**config.mk**
```make
export PLATFORM = sky130hd
export DESIGN_NAME = result_write_arbiter
export DESIGN_NICKNAME = d
export VERILOG_FILES = /design/src/rtl/mm_pkg.sv /design/src/rtl/result_write_arbiter_rr_arbiter.sv /design/src/rtl/result_write_arbiter.sv
export SDC_FILE = /design/constraint.sdc
export NUM_CORES = 1
export LEC_CHECK = 0
export CAP_MARGIN = 20
export CORE_MARGIN = 3
export CORE_UTILIZATION = 33
export DETAILED_ROUTE_END_ITERATION = 8
export GPL_ROUTABILITY_DRIVEN = 1
export PLACE_DENSITY = 0.84
export RECOVER_POWER = 100
export REMOVE_ABC_BUFFERS = 1
export SLEW_MARGIN = 25
export SYNTH_ARGS = -nofsm -noshare
export SYNTH_HDL_FRONTEND = slang
export SYNTH_SLANG_ARGS = --single-unit
```
**constraint.sdc**
```tcl
create_clock -name clk -period 3.3 [get_ports clk]
set_clock_uncertainty 0.15 [all_clocks]
set_input_delay 0.825 -clock clk [delete_from_list [all_inputs] [get_ports clk]]
set_output_delay 0.825 -clock clk [all_outputs]
set_load 0.01 [all_outputs]
```
**src/rtl/mm_pkg.sv**
```systemverilog
// Shared definitions for the matrix-multiply result path: run-state encoding,
// data width and the saturating counter helper.
package mm_pkg;

   localparam int unsigned DATA_W = 32;
   localparam int unsigned STAT_W = 16;

   typedef enum logic [1:0] {
      IDLE = 2'd0,
      RUN  = 2'd1,
      DONE = 2'd2
   } mm_state_e;

   // Add without wrapping; sticks at all-ones.
   function automatic logic [STAT_W-1:0] sat_add(input logic [STAT_W-1:0] a,
                                                 input logic [STAT_W-1:0] b);
      logic [STAT_W:0] s;
      s = {1'b0, a} + {1'b0, b};
      return s[STAT_W] ? '1 : s[STAT_W-1:0];
   endfunction

endpackage

```
**src/rtl/result_write_arbiter_rr_arbiter.sv**
```systemverilog
// Combinational round-robin grant: picks the first requester at or after i_ptr,
// wrapping past NUM_REQ-1 back to 0.
module rr_arbiter #(
   parameter  int unsigned NUM_REQ = 4,
   localparam int unsigned PTR_W   = (NUM_REQ > 1) ? $clog2(NUM_REQ) : 1
) (
   input  logic [NUM_REQ-1:0] i_req,
   input  logic [PTR_W-1:0]   i_ptr,
   output logic [NUM_REQ-1:0] o_gnt_c,
   output logic [PTR_W-1:0]   o_idx_c,
   output logic               o_valid_c
);

   function automatic logic [PTR_W-1:0] f_pos(input logic [PTR_W-1:0] ptr,
                                              input int unsigned     k);
      int unsigned s;
      s = 32'(ptr) + k;
      if (s >= NUM_REQ) s = s - NUM_REQ;
      return PTR_W'(s);
   endfunction

   logic w_found;

   always_comb begin
      o_gnt_c = '0;
      o_idx_c = '0;
      w_found = 1'b0;
      for (int unsigned k = 0; k < NUM_REQ; k++) begin
         if (!w_found && i_req[f_pos(i_ptr, k)]) begin
            w_found                   = 1'b1;
            o_gnt_c[f_pos(i_ptr, k)]  = 1'b1;
            o_idx_c                   = f_pos(i_ptr, k);
         end
      end
      o_valid_c = w_found;
   end

endmodule

```
**src/rtl/result_write_arbiter.sv**
```systemverilog
// Shares one result-memory write port among NUM_REQ tile multipliers with a
// registered round-robin grant. Optional counters behind RESULT_ARB_STATS_EN.
module result_write_arbiter
   import mm_pkg::*;
#(
   parameter  int unsigned NUM_REQ = 4,
   parameter  int unsigned n       = 10,
   localparam int unsigned IDX_W   = (n > 1) ? $clog2(n) : 1
) (
   input  logic                        clk,
   input  logic                        rst,
   input  logic                        start,
   output logic                        mul_start,
   input  logic [NUM_REQ-1:0]          req_stb,
   input  logic [NUM_REQ*IDX_W-1:0]    req_i,
   input  logic [NUM_REQ*IDX_W-1:0]    req_j,
   input  logic [NUM_REQ*DATA_W-1:0]   req_data,
   input  logic [NUM_REQ-1:0]          req_done,
   output logic [NUM_REQ-1:0]          req_ack,
   output logic                        wr_en,
   output logic [IDX_W-1:0]            wr_i,
   output logic [IDX_W-1:0]            wr_j,
   output logic [DATA_W-1:0]           wr_data,
   output logic                        busy,
   output logic                        done
`ifdef RESULT_ARB_STATS_EN
   ,
   output logic [STAT_W-1:0]           write_count,
   output logic [STAT_W-1:0]           stall_count
`endif
);

   localparam int unsigned PTR_W = (NUM_REQ > 1) ? $clog2(NUM_REQ) : 1;

   mm_state_e            r_state, w_next;
   logic [PTR_W-1:0]     r_ptr, w_ptr_nxt;
   logic [NUM_REQ-1:0]   r_ack, w_elig, w_gnt;
   logic [PTR_W-1:0]     w_gnt_idx;
   logic                 w_gnt_vld, w_start_acc;
   logic                 r_mul_start, r_wr_en, r_busy, r_done;
   logic [IDX_W-1:0]     r_wr_i, r_wr_j, w_sel_i, w_sel_j;
   logic [DATA_W-1:0]    r_wr_data, w_sel_data;

   assign w_start_acc = start && ((r_state == IDLE) || (r_state == DONE));

   always_comb begin
      w_next = r_state;
      case (r_state)
         IDLE:    if (start) w_next = RUN;
         RUN:     if ((&req_done) && !(|req_stb) && !r_wr_en) w_next = DONE;
         DONE:    if (start) w_next = RUN;
         default: w_next = IDLE;
      endcase
   end

   // Last cycle's grantee is locked out so a strobe held through its ack is not rewritten.
   assign w_elig = (r_state == RUN) ? (req_stb & ~r_ack) : '0;

   rr_arbiter #(.NUM_REQ(NUM_REQ)) u_rr (
      .i_req     (w_elig),
      .i_ptr     (r_ptr),
      .o_gnt_c   (w_gnt),
      .o_idx_c   (w_gnt_idx),
      .o_valid_c (w_gnt_vld)
   );

   assign w_ptr_nxt = (w_gnt_idx == PTR_W'(NUM_REQ - 1)) ? '0 : w_gnt_idx + PTR_W'(1);

   always_comb begin
      w_sel_i    = '0;
      w_sel_j    = '0;
      w_sel_data = '0;
      for (int unsigned k = 0; k < NUM_REQ; k++) begin
         if (w_gnt[k]) begin
            w_sel_i    = req_i[k*IDX_W +: IDX_W];
            w_sel_j    = req_j[k*IDX_W +: IDX_W];
            w_sel_data = req_data[k*DATA_W +: DATA_W];
         end
      end
   end

   always_ff @(posedge clk) begin
      if (rst) begin
         r_state     <= IDLE;
         r_ptr       <= '0;
         r_ack       <= '0;
         r_mul_start <= 1'b0;
         r_wr_en     <= 1'b0;
         r_wr_i      <= '0;
         r_wr_j      <= '0;
         r_wr_data   <= '0;
         r_busy      <= 1'b0;
         r_done      <= 1'b0;
      end else begin
         r_state     <= w_next;
         r_mul_start <= w_start_acc;
         r_busy      <= (w_next == RUN);
         r_done      <= (w_next == DONE);
         r_ack       <= w_gnt;
         r_wr_en     <= w_gnt_vld;
         if (w_gnt_vld) begin
            r_wr_i    <= w_sel_i;
            r_wr_j    <= w_sel_j;
            r_wr_data <= w_sel_data;
            r_ptr     <= w_ptr_nxt;
         end
      end
   end

   assign mul_start = r_mul_start;
   assign req_ack   = r_ack;
   assign wr_en     = r_wr_en;
   assign wr_i      = r_wr_i;
   assign wr_j      = r_wr_j;
   assign wr_data   = r_wr_data;
   assign busy      = r_busy;
   assign done      = r_done;

`ifdef RESULT_ARB_STATS_EN
   logic [STAT_W-1:0]  r_write_count, r_stall_count, w_stall_n;
   logic [NUM_REQ-1:0] w_stall;

   assign w_stall = (r_state == RUN) ? (req_stb & ~w_gnt) : '0;

   always_comb begin
      w_stall_n = '0;
      for (int unsigned k = 0; k < NUM_REQ; k++) begin
         w_stall_n = w_stall_n + STAT_W'(w_stall[k]);
      end
   end

   always_ff @(posedge clk) begin
      if (rst || w_start_acc) begin
         r_write_count <= '0;
         r_stall_count <= '0;
      end else begin
         if (r_wr_en) r_write_count <= sat_add(r_write_count, STAT_W'(1));
         r_stall_count <= sat_add(r_stall_count, w_stall_n);
      end
   end

   assign write_count = r_write_count;
   assign stall_count = r_stall_count;
`endif

endmodule

```
Word-level counts from Yosys, hierarchy flattened

Index checks and enable logic that the tools add are counted.

Latch bits: 0
Memory bits (writable): 0
Output and inout bits: 48
Bits in read-only memories: 0
Memories kept: 0
Flip-flop bits (word level): 52
Input bits: 171

Bitwise logic cells: 5
Divide/modulo/power cells: 0
Reduce and logical (&&, ||, !) cells: 20
Muxes and demuxes: 53
Multiply operators: 0
Shifts and indexed selects: 0
Add/subtract/negate cells: 8
Eq/ne operators: 5
Order comparisons: 16

Operators with widths:

| kind                                                                   | count |
|---|---|
| 32-bit two-way mux                                                     | 4 |
| 4-bit two-way mux                                                      | 13 |
| 2-bit two-way mux                                                      | 15 |
| 2-bit by 3-bit < comparator with 1-bit output (second input constant)  | 8 |
| 1-bit two-way mux                                                      | 12 |
| 4-bit OR                                                               | 3 |
| 1-bit logical AND                                                      | 10 |
| 3-bit >= comparator (second input constant)                            | 3 |
| 1-bit binary-select mux with 2-bit select                              | 4 |
| 1-bit demux with 2-bit select                                          | 4 |
| 2-bit by 1-bit >= comparator with 1-bit output (second input constant) | 4 |
| 2-bit by 1-bit subtractor with 2-bit output (second input constant)    | 4 |
| 2-bit by 2-bit adder with 3-bit output (second input constant)         | 2 |
| 2-bit == test (second input constant)                                  | 3 |
| 1-bit zero test                                                        | 5 |
| 4-bit AND                                                              | 1 |
| 2-bit by 1-bit == test with 1-bit output (second input constant)       | 2 |
| 4-bit NOT                                                              | 1 |
| 2-bit case mux with 2 select lines                                     | 1 |
| 4-bit AND reduction                                                    | 1 |
| 4-bit OR reduction                                                     | 1 |
| 2-bit by 1-bit adder with 3-bit output (second input constant)         | 1 |
| 2-bit by 3-bit >= comparator with 1-bit output (second input constant) | 1 |
| 2-bit by 1-bit adder with 2-bit output (second input constant)         | 1 |
| 3 further kinds                                                        | 3 |

Longest topological paths before layout

Gate-level depths: netlist of the first run.

Depth in word-level cells: 25
Gate-level depth with buffers: 11
Mapped depth without buffers: 8

Hierarchy

A second synthesis of the first run with hierarchy kept.

Cells, all modules: 329
Area total of the unflattened synthesis: 3,066.7 um^2

By module, submodules not included:

| module               | times used | cells an instance | area each (um^2) | seq. area each (um^2) |
|---|---|---|---|---|
| result_write_arbiter | 1          | 284               | 2,647.5          | 1,041.0 |
| rr_arbiter           | 1          | 45                | 419.2            | 0.0 |

Worst setup path after synthesis of the first run

Ideal clock, no wire load.

Path kind: register to register
Start point: reg r_ptr[1]
End point: reg r_wr_data[0] (netlist: wr_data[0])
Arrival: 3.065 ns
Path buffers: 3
Cell stages (with the launch flop): 12
Clock period less this slack: 3.337 ns
Data required time: 3.028 ns
Setup slack: -0.037 ns
Setup time: 0.122 ns
Cell sequence: dfxtp_1 -> inv_1 -> ha_1 -> clkbuf_1 -> mux4_2 -> nor4_4 -> nand2_1 -> and3b_1 -> buf_6 -> buf_6 -> a221o_1 -> a221o_1

Longest elaborated chain between the ends: 18
Elaborated cells between the ends (all ways): 68
Those cells by class: add/sub (7); order compare (12); mux (36); bitwise (3); reduce/logical (10)

RTL lines:

| item                                                                                        | line                                  | source |
|---|---|---|
| from (decl)                                                                                 | result_write_arbiter.sv:36            | `logic [PTR_W-1:0] r_ptr, w_ptr_nxt;` |
| from (signal assigned)                                                                      | result_write_arbiter.sv:105           | `r_ptr <= w_ptr_nxt;` |
| 2-bit by 1-bit adder with 3-bit output (tied with other cells)                              | result_write_arbiter_rr_arbiter.sv:17 | `s = 32'(ptr) + k;` |
| 3-bit >= comparator (tied with other cells)                                                 | result_write_arbiter_rr_arbiter.sv:18 | `if (s >= NUM_REQ) s = s - NUM_REQ;` |
| 2-bit two-way mux (tied with other cells)                                                   | result_write_arbiter_rr_arbiter.sv:18 |  |
| 2-bit two-way mux (tied with other cells)                                                   | result_write_arbiter_rr_arbiter.sv:29 | `if (!w_found && i_req[f_pos(i_ptr, k)]) begin` |
| 2-bit by 3-bit < comparator with 1-bit output (implied by the code) (tied with other cells) | result_write_arbiter_rr_arbiter.sv:31 | `o_gnt_c[f_pos(i_ptr, k)] = 1'b1;` |
| 1-bit logical AND (implied by the code) (tied with other cells)                             | result_write_arbiter_rr_arbiter.sv:31 |  |
| 1-bit two-way mux (implied by the code) (tied with other cells)                             | result_write_arbiter_rr_arbiter.sv:31 |  |
| 1-bit demux with 2-bit select (tied with other cells)                                       | -                                     |  |
| 4-bit OR (no line) / 1-bit zero test (equally long branches)                                | -                                     |  |
| 4-bit two-way mux / 1-bit logical AND (equally long branches)                               | result_write_arbiter_rr_arbiter.sv:29 |  |
| 4-bit OR (no line) / 1-bit two-way mux (equally long branches)                              | -                                     |  |
| 4-bit two-way mux / 1-bit zero test (equally long branches)                                 | result_write_arbiter_rr_arbiter.sv:29 |  |
| 4-bit OR (no line) / 1-bit logical AND (equally long branches)                              | -                                     |  |
| 4-bit two-way mux                                                                           | result_write_arbiter_rr_arbiter.sv:29 |  |
| 32-bit two-way mux (4 in a row)                                                             | result_write_arbiter.sv:74            | `if (w_gnt[k]) begin` |
| to (signal assigned)                                                                        | result_write_arbiter.sv:104           | `r_wr_data <= w_sel_data;` |
| to (decl)                                                                                   | result_write_arbiter.sv:42            | `logic [DATA_W-1:0] r_wr_data, w_sel_data;` |

Several ways; a longest one is shown, not always the timed one. The select of a mux whose other input is x is not followed.
A chain may end at the register's enable or synchronous reset.

Final worst setup path of the first run

Start point: in req_stb[3]
End point: reg r_wr_data[3] (netlist: wr_data[3])

Longest elaborated chain between the ends: 18
Elaborated cells between the ends (all ways): 31
Those cells by class: mux (21); bitwise (4); reduce/logical (6)

RTL lines:

| item                                      | line                                  | source |
|---|---|---|
| from (decl)                               | result_write_arbiter.sv:14            | `input logic [NUM_REQ-1:0] req_stb,` |
| 4-bit AND (*)                             | result_write_arbiter.sv:57            | `assign w_elig = (r_state == RUN) ? (req_stb & ~r_ack) : '0;` |
| 4-bit two-way mux (*)                     | result_write_arbiter.sv:57            |  |
| 1-bit binary-select mux with 2-bit select | result_write_arbiter_rr_arbiter.sv:29 |  |
| 1-bit two-way mux (implied by the code)   | result_write_arbiter_rr_arbiter.sv:29 |  |
| 1-bit two-way mux                         | result_write_arbiter_rr_arbiter.sv:29 |  |
| 1-bit zero test                           | result_write_arbiter_rr_arbiter.sv:29 |  |
| 1-bit logical AND                         | result_write_arbiter_rr_arbiter.sv:29 |  |
| 1-bit two-way mux                         | result_write_arbiter_rr_arbiter.sv:29 |  |
| 1-bit zero test                           | result_write_arbiter_rr_arbiter.sv:29 |  |
| 1-bit logical AND                         | result_write_arbiter_rr_arbiter.sv:29 |  |
| 1-bit two-way mux                         | result_write_arbiter_rr_arbiter.sv:29 |  |
| 1-bit zero test                           | result_write_arbiter_rr_arbiter.sv:29 |  |
| 1-bit logical AND                         | result_write_arbiter_rr_arbiter.sv:29 |  |
| 4-bit two-way mux                         | result_write_arbiter_rr_arbiter.sv:29 |  |
| 32-bit two-way mux (4 in a row)           | result_write_arbiter.sv:74            |  |

Every way passes the cells marked *; elsewhere a longest branch is shown, timed or not. The select of a mux whose other input is x is not followed.

==> results of run 1 <==
-- state kept, by name, summed over array words and instances, names as in the netlist, 2 cells and up, named ones only --
register,flops
wr_i,4
wr_data,32
req_ack,4
r_state,2
wr_j,4
-- layout by cell type, fill, tap and decap left out, drive strengths merged, types with 2 or more instances in the layout --
master | netlist | layout
dfxtp | 52 | 52
inv | 2 | 3
nor4 | 2 | 2
a221o | 80 | 80
nand2b | 2 | 2
and2 | 40 | 40
nand4bb | 4 | 4
buf | 6 | 47
nor2 | 52 | 52
a21oi | 52 | 52
mux4 | 8 | 8
clkinvlp | 0 | 2
mux2i | 2 | 2
nand2 | 9 | 9
o2bb2ai | 2 | 2
o21ai | 4 | 4
and4bb | 4 | 4
dlygate4sd3 | 0 | 50
clkdlybuf4s50 | 0 | 164
clkbuf | 31 | 14
a22oi | 2 | 2
ha | 6 | 6
nor3 | 5 | 5
nand3 | 6 | 6
-- power by group through the flow --
| stage | Combinational [mW] | Clock (mW) | Sequential [mW] |
|---|---|---|---|
| 2_1_floorplan | 1.68 | 0 | 0.980 |
| 3_3_place_gp | 3.04 | 0 | 0.897 |
| 3_5_place_dp | 3.13 | 0 | 0.903 |
| 4_1_cts | 3.44 | 0.408 | 0.892 |
| 5_1_grt | 3.59 | 0.428 | 0.904 |
| 6_report | 3.34 | 0.399 | 0.886 |
-- logic make-up after synthesis --
kind of cell	count (synthesis)	share of synthesized area
compound gates	148	0.3480
xor+xnor	1	0.002583
fa+ha+maj	6	0.02214
buf+inv	39	0.05461
flops	52	0.3070
mux	10	0.05904
simple gates	128	0.2066
-- Yosys cell counts, drive strengths merged --
cell / n / share of area
o21ai: 4 / 0.0059
and2: 40 / 0.074
and4bb: 4 / 0.016
inv: 2 / 0.0022
o2bb2ai: 2 / 0.0052
buf: 6 / 0.018
dfxtp: 52 / 0.31
clkbuf: 31 / 0.034
nand4: 1 / 0.0018
a2111o: 1 / 0.0033
nor2: 52 / 0.058
mux4: 8 / 0.053
a21oi: 52 / 0.077
mux2i: 2 / 0.0059
and3b: 1 / 0.0026
nor3: 5 / 0.0074
o31ai: 1 / 0.0022
o21a: 1 / 0.0022
nand3: 6 / 0.0089
nor4: 2 / 0.0081
nand2b: 2 / 0.0037
a211oi: 1 / 0.0022
nand2: 9 / 0.010
a32o: 1 / 0.0030
a221o: 80 / 0.24
xnor2: 1 / 0.0026
nor2b: 1 / 0.0018
a21boi: 1 / 0.0022
or3: 1 / 0.0018
nand4bb: 4 / 0.013
ha: 6 / 0.022
a22oi: 2 / 0.0044
o22ai: 1 / 0.0018
a211o: 1 / 0.0026
-- cell type report --
| cell class | count | area, µm² | share of cell area |
|---|---|---|---|
| clock inverter | 3 | 26.28 | 0.004246 |
| sequential | 52 | 1042 | 0.1684 |
| timing repair buffer | 270 | 2643 | 0.4270 |
| clock buffer | 5 | 68.82 | 0.01112 |
| tap | 133 | 166.4 | 0.02689 |
| inverter | 2 | 7.507 | 0.001213 |
| multi-input combinational | 293 | 2235 | 0.3611 |
-- critical path, delay by kind of cell --
family | cells | cell delay (ns)
buf+inv | 3 | 0.35
simple gates | 4 | 0.93
compound gates | 2 | 0.63
mux | 1 | 0.56
-- routing by layer --
layer / up-vias / share of wire
met4: 0 / 0.017
met1: 2044 / 0.39
li1: 1988 / -
met2: 250 / 0.51
met3: 24 / 0.078
met5: - / 0
-- metrics by stage --
stage | setup slack [ns] | power, mW | TNS [ns] | hold WS [ns] | instances
after global placement | -0.5218 | 3.942 | -19.77 | 0.3910 | 736
after CTS | 0.02008 | 4.742 | 0 | 0.4291 | 756
final | 0.05583 | 4.621 | 0 | 0.4150 | 758
after detailed placement | -0.5808 | 4.032 | -21.61 | 0.3909 | 736
after global routing | 0.007793 | 4.925 | 0 | 0.4452 | 758
after floorplan | -1.929 | 2.659 | -78.89 | 0.4141 | 347
-- final timing paths --
check,depth (start not counted),startpoint,end,slack [ns]
worst min register to register,2,wr_j[0]$_SDFFE_PP0P_,wr_j[0]$_SDFFE_PP0P_,0.42
worst max-delay path,10,req_stb[3],wr_data[3]$_SDFFE_PP0P_,0.06
worst min-delay path,2,wr_j[0]$_SDFFE_PP0P_,wr_j[0]$_SDFFE_PP0P_,0.42
worst max register to register,9,r_state[1]$_SDFF_PP0_,wr_data[3]$_SDFFE_PP0P_,0.11
-- what timing repair did --
action                     in CTS  in global routing
cloned                          3                  0
gates resized for setup        24                  6
pin swaps                       6                  4
setup endpoints to repair      40                 31
buffers inserted                9                  2
==> flow_summary.toml, run 1 <==
[status]
outcome = "finished, final reports clean"

[final_layout]
final_cell_area_mm2 = 0.006188
layout-drive-gt1-share = 0.1296
fill_cells = 792
fin_nets = 801
diodes = 0
utilization = 0.6273
synthToLayoutAreaGrowth_pct = 82.51

[pwr]
leakage_nw = 2.514
ir_drop_mv = 0.3231
switchingPower_mw = 1.929
powerDensity_mw_per_mm2 = 746.8
swShare = 0.4175
power.internal_mw = 2.692
p_seq_frac = 0.192
pwr-share-comb = 0.722
pwr-share-clk = 0.086

[logic_synthesis]
yosysWarnings = 0
synth_cell_types = 38
syn_avg_cell_area_um2 = 8.830
synth_cells = 384
syn_area_mm2 = 0.003391
ys_seq_elements = 52
ys_seq_area_frac = 0.3070

[global_routing]
use_met1 = 0.3107
grt_pass1_wl_um = 22930
track_usage = 0.2505
top_usage_layer = "met2"
grt_pass1_vias = 4401
grt_antenna_before_repair = 0
grtUsageMet2 = 0.4410
grt_use_met3 = 0.04859
grt_max_degree = 42
grt_overflow = 0

[placed_design]
dpl_cell_area_mm2 = 0.005939
dp.final_hpwl_um = 10790
place.port_buffers = 218
gp_congestion = 0.8929

[drt]
drtIter0Drc = 344
avgRoutedWirePerCell_um = 19.69
totalWireLength_um = 14930
drc = 0
via_count = 4306
first_pass_iters = 5
viasPerCell = 5.681
drtAntennaViolNets = 0

[clock_tree]
clock_path_buffers = 2
cts_tree = "done"
postCtsHoldBufs = 0
worst_skew_pair.late_latency_ns = 0.31
htreeDepth = 2
cts-buffers-inserted = 5
cts-root-buf = "clkbuf_8"
clock-sinks = 52
clkTransAtPathRegs_ns = 0.11

[setup_path]
cp-start-kind = "input port"
path_cells = "buf_6 > and4bb_2 > mux4_2 > nor4_4 > nand2_1 > and3b_4 > clkbuf_2 > buf_12 > a221o_1 > a221o_1"
crit_fanout = 6
critPathMaxStageDelay_ns = 0.56
slowest_stage = "mux4_2"
crit_required_ns = 3.36
critPathKind = "input port to flop"
cp_common_cell = "a221o_1"
critPathArrivalTime_ns = 3.30
critPathCaptureType = "flop"

[timing]
setup_viol_count_final = 0
final_max_slew_viol_count = 0
fin_crit_sh = 0.9831
rsz0062_at_grt = "no"
slew_headroom = 0.6477
fin_crit_ns = 3.244
timing.fmax_mhz = 308.2
hold_viol_final = 0
worstMarginPinSlew_ns = 0.5285

[floorplan]
ios = 219
fp.dieH_um = 107.4
row_count = 36
die_x_um = 107.4
initial_core_util = 0.3437
coreArea_mm2 = 0.009864
dieArea_mm2 = 0.01153

[job]
maxCapViolations = 0

[min_path]
hp-class = "flop to flop"
No activity file was read; power rests on OpenSTA's default activity.
==> run 2, diff against run 1 <==
--- a/config.mk
+++ b/config.mk
@@ -6,11 +6,13 @@
 export NUM_CORES = 1
 export LEC_CHECK = 0
 export CAP_MARGIN = 20
+export CELL_PAD_IN_SITES_DETAIL_PLACEMENT = 1
+export CELL_PAD_IN_SITES_GLOBAL_PLACEMENT = 1
 export CORE_MARGIN = 3
-export CORE_UTILIZATION = 33
+export CORE_UTILIZATION = 23
 export DETAILED_ROUTE_END_ITERATION = 8
 export GPL_ROUTABILITY_DRIVEN = 1
-export PLACE_DENSITY = 0.84
+export PLACE_DENSITY = 0.85
 export RECOVER_POWER = 100
 export REMOVE_ABC_BUFFERS = 1
 export SLEW_MARGIN = 25
==> flow_summary.toml, run 2 (synthesized netlist as in run 1, its figures left out) <==
[job]
maxCapViolations = 0

[timing]
worstMarginPinSlew_ns = 0.5314
slew_headroom = 0.6457
rsz0062_at_grt = "yes"
fin_crit_ns = 3.316
fin_ws_ns = -0.01559
setup_viol_count_final = 5
hold_viol_final = 0
timing.fmax_mhz = 301.6
final_max_slew_viol_count = 0
fin_crit_sh = 1.005
finalSetupTns_ns = -0.05601

[setup_path]
r2r_end = "wr_data[10]$_SDFFE_PP0P_"
crit_fanout = 15
reg2reg_setup_slack_ns = 0.06
critPathArrivalTime_ns = 3.35
cp-start-kind = "input port"
crit_required_ns = 3.33
critPathCaptureType = "flop"
rr_worst_depth = 10
critPathKind = "input port to flop"
r2r-start = "r_ptr[1]$_SDFFE_PP0P_"

[drt]
drc = 0
drtIter0Drc = 208
via_count = 4377
avgRoutedWirePerCell_um = 21.14
viasPerCell = 5.390
drtAntennaViolNets = 0
totalWireLength_um = 17160
first_pass_iters = 6

[floorplan]
fp.dieH_um = 127.4
ios = 219
row_count = 43
die_x_um = 127.4
initial_core_util = 0.2396
coreArea_mm2 = 0.01415
dieArea_mm2 = 0.01624

[pwr]
powerDensity_mw_per_mm2 = 788.2
finalPower_mw = 5.132
leakage_nw = 2.643
ir_drop_mv = 0.3250

[final_layout]
utilization = 0.4602
final_cell_area_mm2 = 0.006511
stdcell_count = 812
synthToLayoutAreaGrowth_pct = 92.03
fin_nets = 808
final_common_cell = "clkdlybuf4s50_1"
diodes = 0
final_cell_mix = "clkdlybuf4s50_1, a221o_1, nor2_1, a21oi_1, dfxtp_1"
largest_reg_flops = 32
fill_cells = 1606
layout-drive-gt1-share = 0.1503

[clock_tree]
htreeDepth = 2
cts-root-buf = "clkbuf_16"
clock_path_buffers = 2
clock-sinks = 52
cts_tree = "done"
clkTransAtPathRegs_ns = 0.07
cts-buffers-inserted = 5
worst_skew_pair.late_latency_ns = 0.29
postCtsHoldBufs = 0

[min_path]
hold-path-cell-count = 2
hold_end = "wr_data[15]$_SDFFE_PP0P_"
min_from = "wr_data[15]$_SDFFE_PP0P_"
hp-class = "flop to flop"

[placed_design]
place.port_buffers = 218
placedCellCount = 788
gp_congestion = 0.8864
dp.final_hpwl_um = 12680
dpl_cell_area_mm2 = 0.006063

[global_routing]
grt_max_degree = 42
grt_overflow = 0
grt_antenna_before_repair = 0
grt_pass1_wl_um = 26370
track_usage = 0.2030
grt_pass1_vias = 4839

[status]
violations = "setup timing"
outcome = "finished, violations left"
[run 2: cell count changes in the layout (fill, tap and decap cells not counted), sizes merged]
cell,before,now
clkinvlp,2,0
clkbuf,14,8
clkinv,0,1
bufinv,0,1
buf,47,61
inv,3,2
[run 2: worst max-delay path: stages]
cell and delay [ns]:
buf_6 0.09, and4bb_2 0.25, mux4_2 0.55, nor4_4 0.31, nand2_1 0.12, and3b_2 0.26, buf_6 0.16, buf_12 0.15
a221o_1 0.32, a221o_1 0.30
[run 2: timing repair]
action                                  in CTS  in global routing
buffers inserted                            14                  0
endpoints found under the setup margin      40                 40
resized for setup                           38                  1
cloned                                       3                  0
pin swaps                                    7                  6
[run 2: worst max-delay path by stage]
stage / startpoint / end / slack [ns] / depth (start not counted)
2_1_floorplan: req_stb[0] / wr_data[0]$_SDFFE_PP0P_ / -1.93 / 6
3_3_place_gp: req_stb[3] / wr_data[1]$_SDFFE_PP0P_ / -0.56 / 10
3_5_place_dp: req_stb[3] / wr_data[12]$_SDFFE_PP0P_ / -0.65 / 10
4_1_cts: req_stb[3] / wr_data[31]$_SDFFE_PP0P_ / 0.02 / 10
5_1_grt: req_stb[3] / wr_data[27]$_SDFFE_PP0P_ / -0.09 / 10
6_report: req_stb[3] / wr_data[10]$_SDFFE_PP0P_ / -0.02 / 10
[run 2: power by group]
| group | switching [mW] | internal (mW) | leakage, nW |
|---|---|---|---|
| combinational | 1.72 | 1.89 | 2.13 |
| clock | 0.253 | 0.381 | 0.0871 |
| sequential | 0.0877 | 0.805 | 0.428 |
| total | 2.06 | 3.07 | 2.64 |
[run 2: cell type report]
class                   count  area (µm²)  share of cell area
well taps                 180       225.2             0.03459
repair buffers            277        2803              0.4304
flip-flops and latches     52        1042              0.1601
clock buffers               6       138.9             0.02133
clock inverters             2       38.79            0.005957
inverters                   2       7.507            0.001153
multi-input cells         293        2256              0.3465
[run 2: metal layers]
metal  routed length [µm]  vias up  track usage  part of all wire
met5                    0        -            0                 0
met3                 1077       37      0.04599             0.063
li1                     -     1994            -                 -
met2                 8761      193       0.3611              0.51
met4                  504        0      0.06688             0.029
met1                 6821     2153       0.2406              0.40
[run 2: metrics by stage]
| stage | hold WS [ns] | worst slack [ns] |
|---|---|---|
| after floorplan | 0.4141 | -1.929 |
| after global placement | 0.3919 | -0.5605 |
| after detailed placement | 0.3953 | -0.6543 |
| after CTS | 0.4183 | 0.02241 |
| after global routing | 0.4356 | -0.09226 |
| final | 0.4126 | -0.01559 |
